File: src/rtl/stopwatch_ctrl.sv
`default_nettype none
// ============================================================================
// Module      : stopwatch_ctrl
// Description : Run-control FSM for the 8-digit stopwatch/timer: start/stop/
//               pause sequencing, preset editing, count gating and alarm.
// Revision    : 1.0  initial release
// ============================================================================
module stopwatch_ctrl #(
  parameter int DIGITS         = 8,
  parameter int MIN_TENS_DIGIT = 5,
  parameter int ALARM_TICKS    = 30000
) (
  input  logic                  clk,
  input  logic                  reset,
  input  logic                  mode,
  input  logic                  start,
  input  logic                  stop,
  input  logic                  enc_btn,
  input  logic                  enc_inc,
  input  logic                  enc_dec,
  input  logic                  tick,
  input  logic                  blink,
  input  logic                  at_zero,
  output logic [4*DIGITS-1:0]   preset,
  output logic                  load,
  output logic                  count_en,
  output logic                  count_up,
  output logic [2:0]            cursor,
  output logic [2:0]            state,
  output logic                  ready,
  output logic                  alarm
);

  localparam int c_ACNT_W = $clog2(ALARM_TICKS + 1);

  typedef enum logic [2:0] {
    ST_IDLE    = 3'd0,
    ST_SET     = 3'd1,
    ST_RUN     = 3'd2,
    ST_PAUSE   = 3'd3,
    ST_EXPIRED = 3'd4
  } state_t;

  state_t                r_state, w_state_nxt;
  logic [4*DIGITS-1:0]   r_preset, w_preset_nxt;
  logic [2:0]            r_cursor, w_cursor_nxt;
  logic                  r_load, w_load_nxt;
  logic                  r_load_d;
  logic                  r_count_en, w_count_en_nxt;
  logic                  r_count_up, w_count_up_nxt;
  logic                  r_ready, w_ready_nxt;
  logic [c_ACNT_W-1:0]   r_acnt, w_acnt_nxt;

  // Only the highest-priority pulse of a cycle is acted on
  logic w_stop, w_start, w_btn, w_inc, w_dec;
  assign w_stop  = stop;
  assign w_start = start & ~stop;
  assign w_btn   = enc_btn & ~stop & ~start;
  assign w_inc   = enc_inc & ~stop & ~start & ~enc_btn;
  assign w_dec   = enc_dec & ~stop & ~start & ~enc_btn & ~enc_inc;

  logic [3:0]          w_digit, w_lim, w_digit_inc, w_digit_dec;
  logic                w_preset_nz, w_expire, w_alarm_done;
  logic [c_ACNT_W-1:0] w_acnt_inc;

  assign w_digit     = r_preset[{r_cursor, 2'b00} +: 4];
  assign w_lim       = (r_cursor == 3'(MIN_TENS_DIGIT)) ? 4'd5 : 4'd9;
  assign w_digit_inc = (w_digit >= w_lim) ? 4'd0 : w_digit + 4'd1;
  assign w_digit_dec = (w_digit == 4'd0) ? w_lim : w_digit - 4'd1;
  assign w_preset_nz = |r_preset;
  // at_zero is stale while the chain is still absorbing the preload
  assign w_expire    = ~r_count_up & at_zero & ~r_load & ~r_load_d;
  assign w_acnt_inc  = r_acnt + c_ACNT_W'(1);
  assign w_alarm_done = tick & (w_acnt_inc == c_ACNT_W'(ALARM_TICKS));

  always_comb begin
    w_state_nxt    = r_state;
    w_preset_nxt   = r_preset;
    w_cursor_nxt   = r_cursor;
    w_load_nxt     = 1'b0;
    w_count_en_nxt = 1'b0;
    w_count_up_nxt = r_count_up;
    w_acnt_nxt     = r_acnt;
    case (r_state)
      ST_IDLE: begin
        if (mode) w_preset_nxt = '0;
        if (w_start) begin
          if (mode || w_preset_nz) begin
            w_load_nxt     = 1'b1;
            w_count_up_nxt = mode;
            w_state_nxt    = ST_RUN;
          end
        end else if (w_btn && !mode) begin
          w_state_nxt  = ST_SET;
          w_cursor_nxt = 3'd0;
        end
      end
      ST_SET: begin
        if (mode) begin
          w_state_nxt  = ST_IDLE;
          w_preset_nxt = '0;
          w_cursor_nxt = 3'd0;
        end else if (w_stop) begin
          w_state_nxt  = ST_IDLE;
          w_cursor_nxt = 3'd0;
        end else if (w_start) begin
          if (w_preset_nz) begin
            w_load_nxt     = 1'b1;
            w_count_up_nxt = mode;
            w_state_nxt    = ST_RUN;
            w_cursor_nxt   = 3'd0;
          end
        end else if (w_btn) begin
          w_cursor_nxt = (r_cursor == 3'(DIGITS - 1)) ? 3'd0 : r_cursor + 3'd1;
        end else if (w_inc) begin
          w_preset_nxt[{r_cursor, 2'b00} +: 4] = w_digit_inc;
        end else if (w_dec) begin
          w_preset_nxt[{r_cursor, 2'b00} +: 4] = w_digit_dec;
        end
      end
      ST_RUN: begin
        if (w_expire) begin
          w_state_nxt = ST_EXPIRED;
          w_acnt_nxt  = '0;
        end else begin
          w_count_en_nxt = tick;
          if (w_stop) w_state_nxt = ST_PAUSE;
        end
      end
      ST_PAUSE: begin
        if (w_stop) begin
          w_load_nxt  = 1'b1;
          w_state_nxt = ST_IDLE;
        end else if (w_start) begin
          w_state_nxt = ST_RUN;
        end
      end
      ST_EXPIRED: begin
        if (w_stop || w_start || w_alarm_done) begin
          w_load_nxt  = 1'b1;
          w_acnt_nxt  = '0;
          w_state_nxt = ST_IDLE;
        end else if (tick) begin
          w_acnt_nxt = w_acnt_inc;
        end
      end
      default: w_state_nxt = ST_IDLE;
    endcase

    w_ready_nxt = r_ready;
    if (w_state_nxt == ST_RUN || w_state_nxt == ST_EXPIRED)
      w_ready_nxt = 1'b0;
    else if (blink && (r_state == ST_IDLE || r_state == ST_SET || r_state == ST_PAUSE))
      w_ready_nxt = ~r_ready;
  end

  always_ff @(posedge clk) begin
    if (!reset) begin
      r_state    <= ST_IDLE;
      r_preset   <= '0;
      r_cursor   <= 3'd0;
      r_load     <= 1'b0;
      r_load_d   <= 1'b0;
      r_count_en <= 1'b0;
      r_count_up <= 1'b1;
      r_ready    <= 1'b0;
      r_acnt     <= '0;
    end else begin
      r_state    <= w_state_nxt;
      r_preset   <= w_preset_nxt;
      r_cursor   <= w_cursor_nxt;
      r_load     <= w_load_nxt;
      r_load_d   <= r_load;
      r_count_en <= w_count_en_nxt;
      r_count_up <= w_count_up_nxt;
      r_ready    <= w_ready_nxt;
      r_acnt     <= w_acnt_nxt;
    end
  end

  assign preset   = r_preset;
  assign load     = r_load;
  assign count_en = r_count_en;
  assign count_up = r_count_up;
  assign cursor   = r_cursor;
  assign state    = r_state;
  assign ready    = r_ready;
  assign alarm    = (r_state == ST_EXPIRED);

endmodule
`default_nettype wire

File: config.mk
export PLATFORM = sky130hd
export DESIGN_NAME = stopwatch_ctrl
export DESIGN_NICKNAME = d
export VERILOG_FILES = /design/src/rtl/stopwatch_ctrl.sv
export SDC_FILE = /design/constraint.sdc
export NUM_CORES = 1
export LEC_CHECK = 0
export CAP_MARGIN = 20
export CORE_MARGIN = 5
export CORE_UTILIZATION = 49
export DETAILED_ROUTE_END_ITERATION = 8
export GPL_ROUTABILITY_DRIVEN = 0
export PLACE_DENSITY_LB_ADDON = 0.05
export SLEW_MARGIN = 10
export SYNTH_ARGS = -nofsm -noshare
export SYNTH_HDL_FRONTEND = slang
export SYNTH_SLANG_ARGS = --single-unit
File: constraint.sdc
create_clock -name clk -period 2.43 [get_ports clk]
set_input_delay 0.6075 -clock clk [delete_from_list [all_inputs] [get_ports clk]]
set_output_delay 0.6075 -clock clk [all_outputs]
set_load 0.01 [all_outputs]
==> impl_metrics.tcl <==
set metrics [dict create \
    synth_nets 459 \
    area.growth.synth_to_final_pct 46.48 \
    cp-start-kind "register" \
    rsz0062_at_grt "true" \
    yosysUniqueCellTypes 60 \
    place_ws_ps -183.6 \
    relSlewSlack 0.5949 \
    worst-path-max-fanout 8 \
    synthFlopType "dfxtp_1" \
    hold_class "reg2reg" \
    setup_ws_ps -253.5 \
    dp_cells 637 \
    routed_wl_mm 12.31 \
    grt_max_degree 23 \
    ys_warn_count 0 \
    num_antenna_cells 0 \
    first_global_vias 3927 \
    violations "negative setup slack" \
    ctsHoldBuffers 0 \
    num_rows 31 \
    layout_common_cells "buf_4 (80), nand2_1 (55), dfxtp_1 (55)" \
    pin_count 54 \
    start_util 0.5019 \
    core_area_mm2 0.007214 \
    fp.dieH_um 95.97 \
    hold_viol_final 0 \
    path_class "reg2reg" \
    pwr_density_cell_mw_per_mm2 377.9 \
    nets 587 \
    place.detailed.hpwl_mm 8.813 \
    synth-seq-area-share 0.3207 \
    final_common_cell "buf_4" \
    cp_slowest_stage_delay_ps 540 \
    clkTransAtPathRegs_ps 70 \
    cp.required_ps 2660 \
    outcome "finished with violations" \
    clock_path_buffers 2 \
    synth_top_area_share 0.3207 \
    post-route-drc-count 0 \
    antenna_found_initial 0 \
    clock_latency_ps 340 \
    crit_arrival_ps 2910 \
    firstDrtPassIters 5 \
    ys_seq_elements 58 \
    slowest_stage "mux4_2" \
    synthCells 435 \
    period_share 1.104 \
    cts.sinks 58 \
    ant_nets 0 \
    fin_total_pwr_uw 2004 \
    layoutNonFillerInstCount 667 \
    maxSlewViolCount 0 \
    cts_made_buffers 9 \
    synth_area_mm2 0.003621 \
    cts-root-buf "clkbuf_8" \
    vdd.ir_drop.worst_uv 312.2 \
    die_x_um 95.97 \
    fin_crit_ps 2684 \
    yosys-top-cells-area "dfxtp_1 (32%), nand2_1 (6.0%), ha_1 (4.5%)" \
    die-area_mm2 0.009209 \
    drv_cap 0 \
    synth.avg_cell_area_um2 8.324 \
    timing.fmax_mhz 372.6 \
    vias 3981 \
    grt_pass1_wl_mm 19.32 \
    cts_tree "built" \
    fin_skew_ps 11.73 \
    drive_above_1_share 0.2764 \
    p_leak_uw 0.002003 \
    h-tree-depth 3 \
    grt_usage 0.2714 \
    synth_edf_count 0 \
    post_drt_wl_per_cell_um 18.45 \
    cp_cell_sequence "buf_12 -> mux4_2 -> mux2i_4 -> inv_2 -> ha_4 -> nand2_4 -> o21ai_4 -> nor3_2 -> nor3_2 -> a31oi_2 -> buf_6 -> a32o_1" \
    end_kind "register" \
    via_per_inst 5.969 \
    drtIter0Drc 285 \
    setup_viol 32 \
    tightest_slew_ps 602.3 \
    io_buffers 53 \
    crit_top_cell "nor3_2" \
    grt.overflow.total 0 \
    async_reset_ff_frac 0 \
    yosys.area.top_type "dfxtp_1" \
]
==> critical path, delay by kind of cell, from the launching register on <==
family	cells	cell delay [ps]
DFF	1	370
muxes	2	720
AOI/OAI and AO/OA	3	530
adders and majority gates	1	280
and+or+nand+nor	3	340
buffers and inverters	3	330
==> Yosys cell counts, types with 7 or more instances <==
library cell and n:
a32o_1 13, and2_1 15, buf_2 8, clkbuf_1 13, dfxtp_1 58, ha_1 13, inv_1 19, mux2i_1 7
nand2_1 58, nand3_1 19, nand4_1 11, nor2_1 28, nor3_1 18, nor4_1 14, o21ai_0 21
==> layout make-up <==
class / count / area (µm²)
clock buffer: 13 / 180.2
fill: 573 / 1911
clock inverter: 3 / 20.02
inverter: 20 / 75.07
tap: 99 / 123.9
multi-input combinational: 332 / 2470
sequential: 58 / 1167
timing repair buffer: 142 / 1267
==> state kept, by name (all words and copies together) (netlist names) <==
| name | cells |
|---|---|
| r_load_d | 1 |
| cursor | 3 |
| state | 3 |
| count_en | 1 |
| r_acnt | 15 |
| load | 1 |
| count_up | 1 |
| ready | 1 |
| preset | 32 |
==> through the flow <==
step	setup TNS (ps)	util	instance area [µm²]	hold slack (ps)
2_1_floorplan	-1078	-	3647	488.7
3_3_place_gp	-3082	0.6608	4767	462.6
3_5_place_dp	-4243	0.6608	4767	485.3
4_1_cts	-1661	0.7183	5182	496.4
5_1_grt	-8019	0.7352	5304	520.1
6_report	-5544	0.7352	5304	492.0
==> per-layer routing <==
| layer | up-vias | global-route usage | part of all wire |
|---|---|---|---|
| met5 | - | 0 | 0 |
| met4 | 0 | 0.1197 | 0.023 |
| met3 | 28 | 0.04848 | 0.065 |
| met2 | 168 | 0.4337 | 0.48 |
| met1 | 1908 | 0.3577 | 0.43 |
| li1 | 1877 | - | - |
==> cells by family (layout without fill, tap and decap cells) <==
logic type                 count (synthesis)  after routing  synth area share
xor gates and xnor gates                   8              8           0.01935
adders and majority gates                 13             13           0.04492
and+or+nand+nor                          196            196            0.2799
AOI/OAI and AO/OA                         98             98            0.2056
DFF                                       58             58            0.3207
muxes                                     17             17           0.07602
buffers and inverters                     45            178           0.05356
==> report_power, final <==
part | internal, µW | switching, µW | total (µW)
Sequential | 955 | 6.75 | 962
Clock | 487 | 402 | 889
Combinational | 71.8 | 82.1 | 154
==> worst paths after layout <==
kind                                               from                 endpoint  slack [ps]  depth (start not counted)
worst min register to register  preset[11]$_SDFFE_PN0P_  preset[11]$_SDFFE_PN0P_         490                          2
worst min-delay path            preset[11]$_SDFFE_PN0P_  preset[11]$_SDFFE_PN0P_         490                          2
worst max register to register   cursor[0]$_SDFFE_PN0P_  preset[22]$_SDFFE_PN0P_        -250                         12
worst max-delay path             cursor[0]$_SDFFE_PN0P_  preset[22]$_SDFFE_PN0P_        -250                         12
==> repair_timing <==
action                     in CTS  in global routing
buffers inserted               12                  2
setup endpoints to repair      37                 48
pin swaps                      11                 10
resized for setup              26                 32
(Power assumes the default switching activity.)
